[src/rtl/pipe_stage_reg_if.sv]
// Handshake/bus bundle for one pipeline boundary register.
// The stage-control side drives the D fields; the register drives the Q fields.
interface pipe_stage_reg_if #(
    parameter int unsigned DW  = 96,
    parameter int unsigned AW  = 5,
    parameter int unsigned TW  = 3,
    parameter int unsigned HCW = 8
);
    logic           en;
    logic           clr;
    logic           req;
    logic           d_valid;
    logic [31:0]    d_pc;
    logic           d_bd;
    logic [AW-1:0]  d_wr;
    logic           d_regwrite;
    logic [TW-1:0]  d_tnew;
    logic [DW-1:0]  d_payload;

    logic           q_valid;
    logic [31:0]    q_pc;
    logic [31:0]    q_pc8;
    logic           q_bd;
    logic [AW-1:0]  q_wr;
    logic           q_regwrite;
    logic [TW-1:0]  q_tnew;
    logic [DW-1:0]  q_payload;
    logic [HCW-1:0] q_hold_cnt;

    modport master (
        output en, clr, req, d_valid, d_pc, d_bd, d_wr, d_regwrite, d_tnew, d_payload,
        input  q_valid, q_pc, q_pc8, q_bd, q_wr, q_regwrite, q_tnew, q_payload, q_hold_cnt
    );

    modport slave (
        input  en, clr, req, d_valid, d_pc, d_bd, d_wr, d_regwrite, d_tnew, d_payload,
        output q_valid, q_pc, q_pc8, q_bd, q_wr, q_regwrite, q_tnew, q_payload, q_hold_cnt
    );
endinterface

[src/rtl/pipe_stage_reg.sv]
// Inter-stage pipeline register with hold, bubble, exception flush and stall-age count.
// Gated/derived outputs are computed from the next state and registered alongside it.
module pipe_stage_reg #(
    parameter int unsigned    DW                = 96,
    parameter int unsigned    AW                = 5,
    parameter int unsigned    TW                = 3,
    parameter int unsigned    TNEW_DEC          = 1,
    parameter logic [31:0]    PC_RESET          = 32'h0000_3000,
    parameter logic [31:0]    PC_REQ            = 32'h0000_4180,
    parameter bit             KEEP_PC_ON_BUBBLE = 1'b1,
    parameter logic [DW-1:0]  STICKY_MASK       = '0,
    parameter int unsigned    HCW               = 8
) (
    input  logic             clk,
    input  logic             reset,
    pipe_stage_reg_if.slave  bus
);

    localparam logic [HCW-1:0] HC_MAX  = '1;
    localparam logic [TW-1:0]  DEC     = TW'(TNEW_DEC);
    localparam logic [31:0]    PC_STEP = 32'd8;

    typedef struct packed {
        logic           valid;
        logic [31:0]    pc;
        logic           bd;
        logic [AW-1:0]  wr;
        logic           regwrite;
        logic [TW-1:0]  tnew;
        logic [DW-1:0]  payload;
        logic [HCW-1:0] hold_cnt;
    } stage_t;

    stage_t         st_q;
    stage_t         st_d;
    logic           regwrite_d;
    logic [AW-1:0]  wr_d;
    logic [TW-1:0]  tnew_d;
    logic [31:0]    pc8_d;
    logic           regwrite_q;
    logic [AW-1:0]  wr_q;
    logic [TW-1:0]  tnew_q;
    logic [31:0]    pc8_q;

    // Next-state selection: req > clr > hold > load (reset handled in the flop).
    always_comb begin
        st_d = st_q;
        if (bus.req) begin
            st_d          = '0;
            st_d.pc       = PC_REQ;
        end else if (bus.clr) begin
            st_d.valid    = 1'b0;
            st_d.wr       = '0;
            st_d.regwrite = 1'b0;
            st_d.tnew     = '0;
            st_d.payload  = st_q.payload & STICKY_MASK;
            st_d.pc       = KEEP_PC_ON_BUBBLE ? bus.d_pc : PC_RESET;
            st_d.bd       = KEEP_PC_ON_BUBBLE ? bus.d_bd : 1'b0;
            st_d.hold_cnt = '0;
        end else if (!bus.en) begin
            if (!st_q.valid)
                st_d.hold_cnt = '0;
            else if (st_q.hold_cnt != HC_MAX)
                st_d.hold_cnt = st_q.hold_cnt + HCW'(1);
        end else begin
            st_d.valid    = bus.d_valid;
            st_d.pc       = bus.d_pc;
            st_d.bd       = bus.d_bd;
            st_d.wr       = bus.d_wr;
            st_d.regwrite = bus.d_regwrite;
            st_d.tnew     = bus.d_tnew;
            st_d.payload  = bus.d_payload;
            st_d.hold_cnt = '0;
        end
    end

    // Output views of the next state, so every Q port comes straight from a flop.
    always_comb begin
        regwrite_d = st_d.regwrite & st_d.valid;
        wr_d       = regwrite_d ? st_d.wr : '0;
        tnew_d     = '0;
        if (st_d.valid && (st_d.tnew >= DEC))
            tnew_d = st_d.tnew - DEC;
        pc8_d      = st_d.pc + PC_STEP;
    end

    always_ff @(posedge clk) begin
        if (reset) begin
            st_q       <= '0;
            st_q.pc    <= PC_RESET;
            regwrite_q <= 1'b0;
            wr_q       <= '0;
            tnew_q     <= '0;
            pc8_q      <= PC_RESET + PC_STEP;
        end else begin
            st_q       <= st_d;
            regwrite_q <= regwrite_d;
            wr_q       <= wr_d;
            tnew_q     <= tnew_d;
            pc8_q      <= pc8_d;
        end
    end

    assign bus.q_valid    = st_q.valid;
    assign bus.q_pc       = st_q.pc;
    assign bus.q_pc8      = pc8_q;
    assign bus.q_bd       = st_q.bd;
    assign bus.q_wr       = wr_q;
    assign bus.q_regwrite = regwrite_q;
    assign bus.q_tnew     = tnew_q;
    assign bus.q_payload  = st_q.payload;
    assign bus.q_hold_cnt = st_q.hold_cnt;

endmodule

[src/flat_wrapper.sv]
// flat-port wrapper written by rule: the top's interface ports become plain ports
module pipe_stage_reg_flat 
#(
    parameter int unsigned    DW                = 96,
    parameter int unsigned    AW                = 5,
    parameter int unsigned    TW                = 3,
    parameter int unsigned    TNEW_DEC          = 1,
    parameter logic [31:0]    PC_RESET          = 32'h0000_3000,
    parameter logic [31:0]    PC_REQ            = 32'h0000_4180,
    parameter bit             KEEP_PC_ON_BUBBLE = 1'b1,
    parameter logic [DW-1:0]  STICKY_MASK       = '0,
    parameter int unsigned    HCW               = 8
)
  (clk, reset, bus_en, bus_clr, bus_req, bus_d_valid, bus_d_pc, bus_d_bd, bus_d_wr, bus_d_regwrite, bus_d_tnew, bus_d_payload, bus_q_valid, bus_q_pc, bus_q_pc8, bus_q_bd, bus_q_wr, bus_q_regwrite, bus_q_tnew, bus_q_payload, bus_q_hold_cnt);
  pipe_stage_reg_if #(.DW(DW), .AW(AW), .TW(TW), .HCW(HCW)) bus_i ();
  input  logic clk;
  input  logic reset;
  input wire logic [$bits(bus_i.en)-1:0] bus_en;
  input wire logic [$bits(bus_i.clr)-1:0] bus_clr;
  input wire logic [$bits(bus_i.req)-1:0] bus_req;
  input wire logic [$bits(bus_i.d_valid)-1:0] bus_d_valid;
  input wire logic [$bits(bus_i.d_pc)-1:0] bus_d_pc;
  input wire logic [$bits(bus_i.d_bd)-1:0] bus_d_bd;
  input wire logic [$bits(bus_i.d_wr)-1:0] bus_d_wr;
  input wire logic [$bits(bus_i.d_regwrite)-1:0] bus_d_regwrite;
  input wire logic [$bits(bus_i.d_tnew)-1:0] bus_d_tnew;
  input wire logic [$bits(bus_i.d_payload)-1:0] bus_d_payload;
  output wire logic [$bits(bus_i.q_valid)-1:0] bus_q_valid;
  output wire logic [$bits(bus_i.q_pc)-1:0] bus_q_pc;
  output wire logic [$bits(bus_i.q_pc8)-1:0] bus_q_pc8;
  output wire logic [$bits(bus_i.q_bd)-1:0] bus_q_bd;
  output wire logic [$bits(bus_i.q_wr)-1:0] bus_q_wr;
  output wire logic [$bits(bus_i.q_regwrite)-1:0] bus_q_regwrite;
  output wire logic [$bits(bus_i.q_tnew)-1:0] bus_q_tnew;
  output wire logic [$bits(bus_i.q_payload)-1:0] bus_q_payload;
  output wire logic [$bits(bus_i.q_hold_cnt)-1:0] bus_q_hold_cnt;
  assign bus_i.en = bus_en;
  assign bus_i.clr = bus_clr;
  assign bus_i.req = bus_req;
  assign bus_i.d_valid = bus_d_valid;
  assign bus_i.d_pc = bus_d_pc;
  assign bus_i.d_bd = bus_d_bd;
  assign bus_i.d_wr = bus_d_wr;
  assign bus_i.d_regwrite = bus_d_regwrite;
  assign bus_i.d_tnew = bus_d_tnew;
  assign bus_i.d_payload = bus_d_payload;
  assign bus_q_valid = bus_i.q_valid;
  assign bus_q_pc = bus_i.q_pc;
  assign bus_q_pc8 = bus_i.q_pc8;
  assign bus_q_bd = bus_i.q_bd;
  assign bus_q_wr = bus_i.q_wr;
  assign bus_q_regwrite = bus_i.q_regwrite;
  assign bus_q_tnew = bus_i.q_tnew;
  assign bus_q_payload = bus_i.q_payload;
  assign bus_q_hold_cnt = bus_i.q_hold_cnt;
  pipe_stage_reg #(.DW(DW), .AW(AW), .TW(TW), .TNEW_DEC(TNEW_DEC), .PC_RESET(PC_RESET), .PC_REQ(PC_REQ), .KEEP_PC_ON_BUBBLE(KEEP_PC_ON_BUBBLE), .STICKY_MASK(STICKY_MASK), .HCW(HCW)) u_core (.clk(clk), .reset(reset), .bus(bus_i));
endmodule
[config.mk]
export PLATFORM = sky130hd
export DESIGN_NAME = pipe_stage_reg_flat
export DESIGN_NICKNAME = d
export VERILOG_FILES = /design/src/rtl/pipe_stage_reg_if.sv /design/src/rtl/pipe_stage_reg.sv /design/src/flat_wrapper.sv
export SDC_FILE = /design/constraint.sdc
export NUM_CORES = 1
export LEC_CHECK = 0
export ABC_AREA = 1
export CAP_MARGIN = 40
export CORE_MARGIN = 3
export CORE_UTILIZATION = 27
export CTS_BUF_LIST = sky130_fd_sc_hd__clkbuf_8
export DETAILED_ROUTE_END_ITERATION = 7
export SLEW_MARGIN = 20
export SYNTH_ARGS = -nofsm -noshare
export SYNTH_HDL_FRONTEND = slang
export SYNTH_SLANG_ARGS = --single-unit
[constraint.sdc]
create_clock -name clk -period 6.2 [get_ports clk]
set_input_delay 1.24 -clock clk [delete_from_list [all_inputs] [get_ports clk]]
set_output_delay 1.24 -clock clk [all_outputs]
set_load 0.005 [all_outputs]
==> results.tsv <==
metric	value	unit
result of the run	complete, no violations	
overflow left after global routing	0	
final clock period utilization by the worst path	56.9	%
final-report hold violation count	0	
number of setup buffers added after CTS	0	
Max transition margin	50.2	%
cell area after synthesis	0.00866	mm²
most common cell after layout, fill and taps aside	nand2_1	
setup repair after global routing missed its margin	false	
worst min-delay path category	reg2reg	
number of synthesized flops with an enable pin	0	
maximum fanout encountered on the critical timing path	41	
share of synthesized flip-flops with an asynchronous set or reset	0	%
share of final-layout standard cells stronger than drive strength 1	5.66	%
Residual DRC	0	
max capacitance violation total	0	
Seq pwr share	50.9	%
I/O pin total	323	
aggregate routed wire length	27400	µm
share of power burned in combinational logic	14.4	%
remaining number of nets flagged by the antenna check after routing	0	
gr usage total	15.6	%
count of input and output buffers	322	
Post-Synthesis Net Count	1373	
flip-flop and latch count after synthesis	185	
post-placement cell area	0.0112	mm²
Max rail drop VDD	132	µV
Tightest Pin Transition	0.747	ns
setup-violating endpoint count in the final report	0	
Die Footprint	0.0343	mm²
maximum number of pins on one net before global-route repair	69	
final non-filler cell area	0.0116	mm²
total count of max-transition violations in the final report	0	
placed wire-length estimate after detailed placement	20500	µm
Iteration-0 DRC Markers	529	
Post-CTS Hold Buffers	0	
via count of the first global-routing pass	7344	
drt via density	4.40	
initial core utilization	27.9	%
PwrDens	211	mW/mm²
total inserted antenna cells	0	
slowest cell delay on critical path	0.53	ns
cell class contributing the biggest share of worst-path delay	simple AND/OR/NAND/NOR gates	
warnings from Yosys	0	
fraction of the yosys area taken by sequential cells	42.8	%
area grow syn2layout	33.6	%
area share of fa/ha/maj cells after synthesis	0.578	%
simple-gate share of the synthesized area	28.5	%
Syn Inst Count	1225	
Synth cell types	30	
crit path from	bus_en	
Worst setup EP type	register	
commonest cells after routing, fill and taps aside	351 x nand2_1, 320 x clkdlybuf4s50_1, 185 x dfxtp_1, 163 x nor2_1, 119 x a21oi_1	
CTS-repair resized insts	0	
number of levels the H-tree was split into	4	
wire length of the first global-routing pass	41400	µm
clock share of power	34.6	%
number of clock sinks	185	
data required time at the worst endpoint	6.58	ns
TritonCTS buffer count	17	
overall via count from detail_route	7885	
worst-skew pair later-pin latency	0.48	ns
cell repeated most along the worst path	nor2_1	
Worst R2R Start	u_core.bus.q_pc[4]	
number of antenna violations at the first check in global routing	1	
hold wc startpoint	u_core.bus.q_payload[19]	
number of buffers between clock root and the deepest sink	2	
die extent in x	185	µm
first drt pass iteration count	5	
XOR/XNOR Fraction of Synth Area	0.303	%
buffering stage count on the worst path with inverters included	2	
dominant combinational cell family by area after synthesis	simple AND/OR/NAND/NOR gates	
setup tns final	0	ns
critical path class	in2reg	
Final Wtd Congestion	0.922	
highest achievable clock rate	283	MHz
fin nets	1532	
cell with the biggest individual delay on the critical path	nand2_2	
cell-by-cell trace of the critical path	buf_4 -> inv_4 -> nand2_2 -> o21ai_1 -> nor2_2 -> ha_1 -> nand4_1 -> nor2_1 -> nand3_1 -> nor2_1 -> nand3_1 -> nand2_1 -> nor2_1	
proportion of synthesized area in mux cells	0	%
net switching power	0.000640	W
CTS root buffer	clkbuf_8	
mean instance size in the synthesized netlist	7.07	µm²
routed length per instance	15.3	µm
number of core rows	64	
fraction of power spent switching nets	26.3	%
Worst setup SP type	input pin	
time the final worst path needs with I/O delays and setup	3.53	ns
top flip-flop cell by instance count after synthesis	dfxtp_1	
Cell Int Power	0.00180	W
setup clock skew after layout	0.00698	ns
TritonCTS clock tree	built	
static leakage	4.50	nW
post-synthesis compound-gate area fraction	8.93	%
clock transition at the registers of the reported paths	0.09	ns
Die Y	185	µm
Core Area	0.0311	mm²
Arrival @ worst endpoint	3.91	ns
-- synth_stat cells, types with 7 or more instances --
library cell  instances  area share [%]
nor2_1              163             7.1
buf_6                 7            0.91
nand4_1               7            0.51
dfxtp_1             185              43
o21ai_0              27             1.6
a21oi_1             119             6.9
inv_1                84             3.6
nand2_1             351              15
clkbuf_1             36             1.6
nand3_1              38             2.2
nor2_2               15             1.1
nand2_2               7            0.51
buf_4               140              12
nand3_2               8            0.92
-- flip-flops by register name, indices dropped and copies added, names as in the netlist --
| register | cells |
|---|---|
| u_core.bus.q_payload | 96 |
| u_core.bus.q_pc8 | 32 |
| u_core.bus.q_pc | 29 |
| u_core.st_q | 9 |
| u_core.bus.q_hold_cnt | 8 |
| u_core.bus.q_wr | 5 |
| u_core.bus.q_tnew | 3 |
| u_core.bus.q_bd | 1 |
| u_core.bus.q_regwrite | 1 |
| u_core.bus.q_valid | 1 |
-- layer usage --
| layer | vias to the layer above | GRT usage [%] | routed length [µm] |
|---|---|---|---|
| met1 | 3628 | 20.3 | 12000 |
| met3 | 38 | 4.60 | 1880 |
| met5 | - | 0 | 20 |
| li1 | 3981 | - | - |
| met4 | 2 | 6.00 | 745 |
| met2 | 236 | 24.4 | 12700 |
-- worst reg2reg max path, delay by kind of cell (launching register included) --
family | cells | cell delay [ns]
flip-flops | 1 | 0.41
adder cells (fa/ha/maj) | 1 | 0.24
buffers and inverters | 1 | 0.06
AND/OR/NAND/NOR | 10 | 1.18
-- cells by family (layout without fill, tap and decap cells) --
group / Yosys count / in the layout
AND/OR/NAND/NOR: 599 / 599
buffers and inverters: 281 / 452
flip-flops: 185 / 185
AO/OA/AOI/OAI: 153 / 153
adder cells (fa/ha/maj): 4 / 4
XOR/XNOR: 3 / 3
-- path summary, 6_finish.rpt --
check	endpoint	slack, ns	depth (start not counted)
max	u_core.bus.q_pc8[29]	2.67	13
max reg2reg	u_core.bus.q_pc8[29]	4.23	12
min	u_core.bus.q_payload[19]	0.46	2
min reg2reg	u_core.bus.q_payload[19]	0.46	2
-- area by class of cell --
type                       instances  area (µm²)
inverter                          91         344
clock inverter                    14         160
timing repair buffer             330        3310
tap                              396         495
multi-input combinational        759        3310
clock buffer                      17         234
sequential                       185        3700
fill                            3274       19500
-- power by group through the flow --
| stage | logic, W | clock network [W] | registers [W] |
|---|---|---|---|
| floorplan | 0.000181 | 0 | 0.00126 |
| global placement | 0.000349 | 0 | 0.00127 |
| detailed placement | 0.000353 | 0 | 0.00127 |
| CTS | 0.000355 | 0.000882 | 0.00124 |
| global route | 0.000389 | 0.000926 | 0.00125 |
| finish | 0.000352 | 0.000844 | 0.00124 |
-- stage by stage --
stage	util [%]	worst slack (ns)	power, W	hold slack (ns)	std cells
after detailed placement	35.9	2.08	0.00162	0.451	1760
after global placement	35.8	2.15	0.00162	0.447	1758
after CTS	37.2	2.62	0.00248	0.467	1791
final	37.2	2.67	0.00244	0.464	1792
after floorplan	-	3.31	0.00144	0.441	1225
after global routing	37.2	2.33	0.00256	0.480	1792
Power figures use the tool's default switching activity.
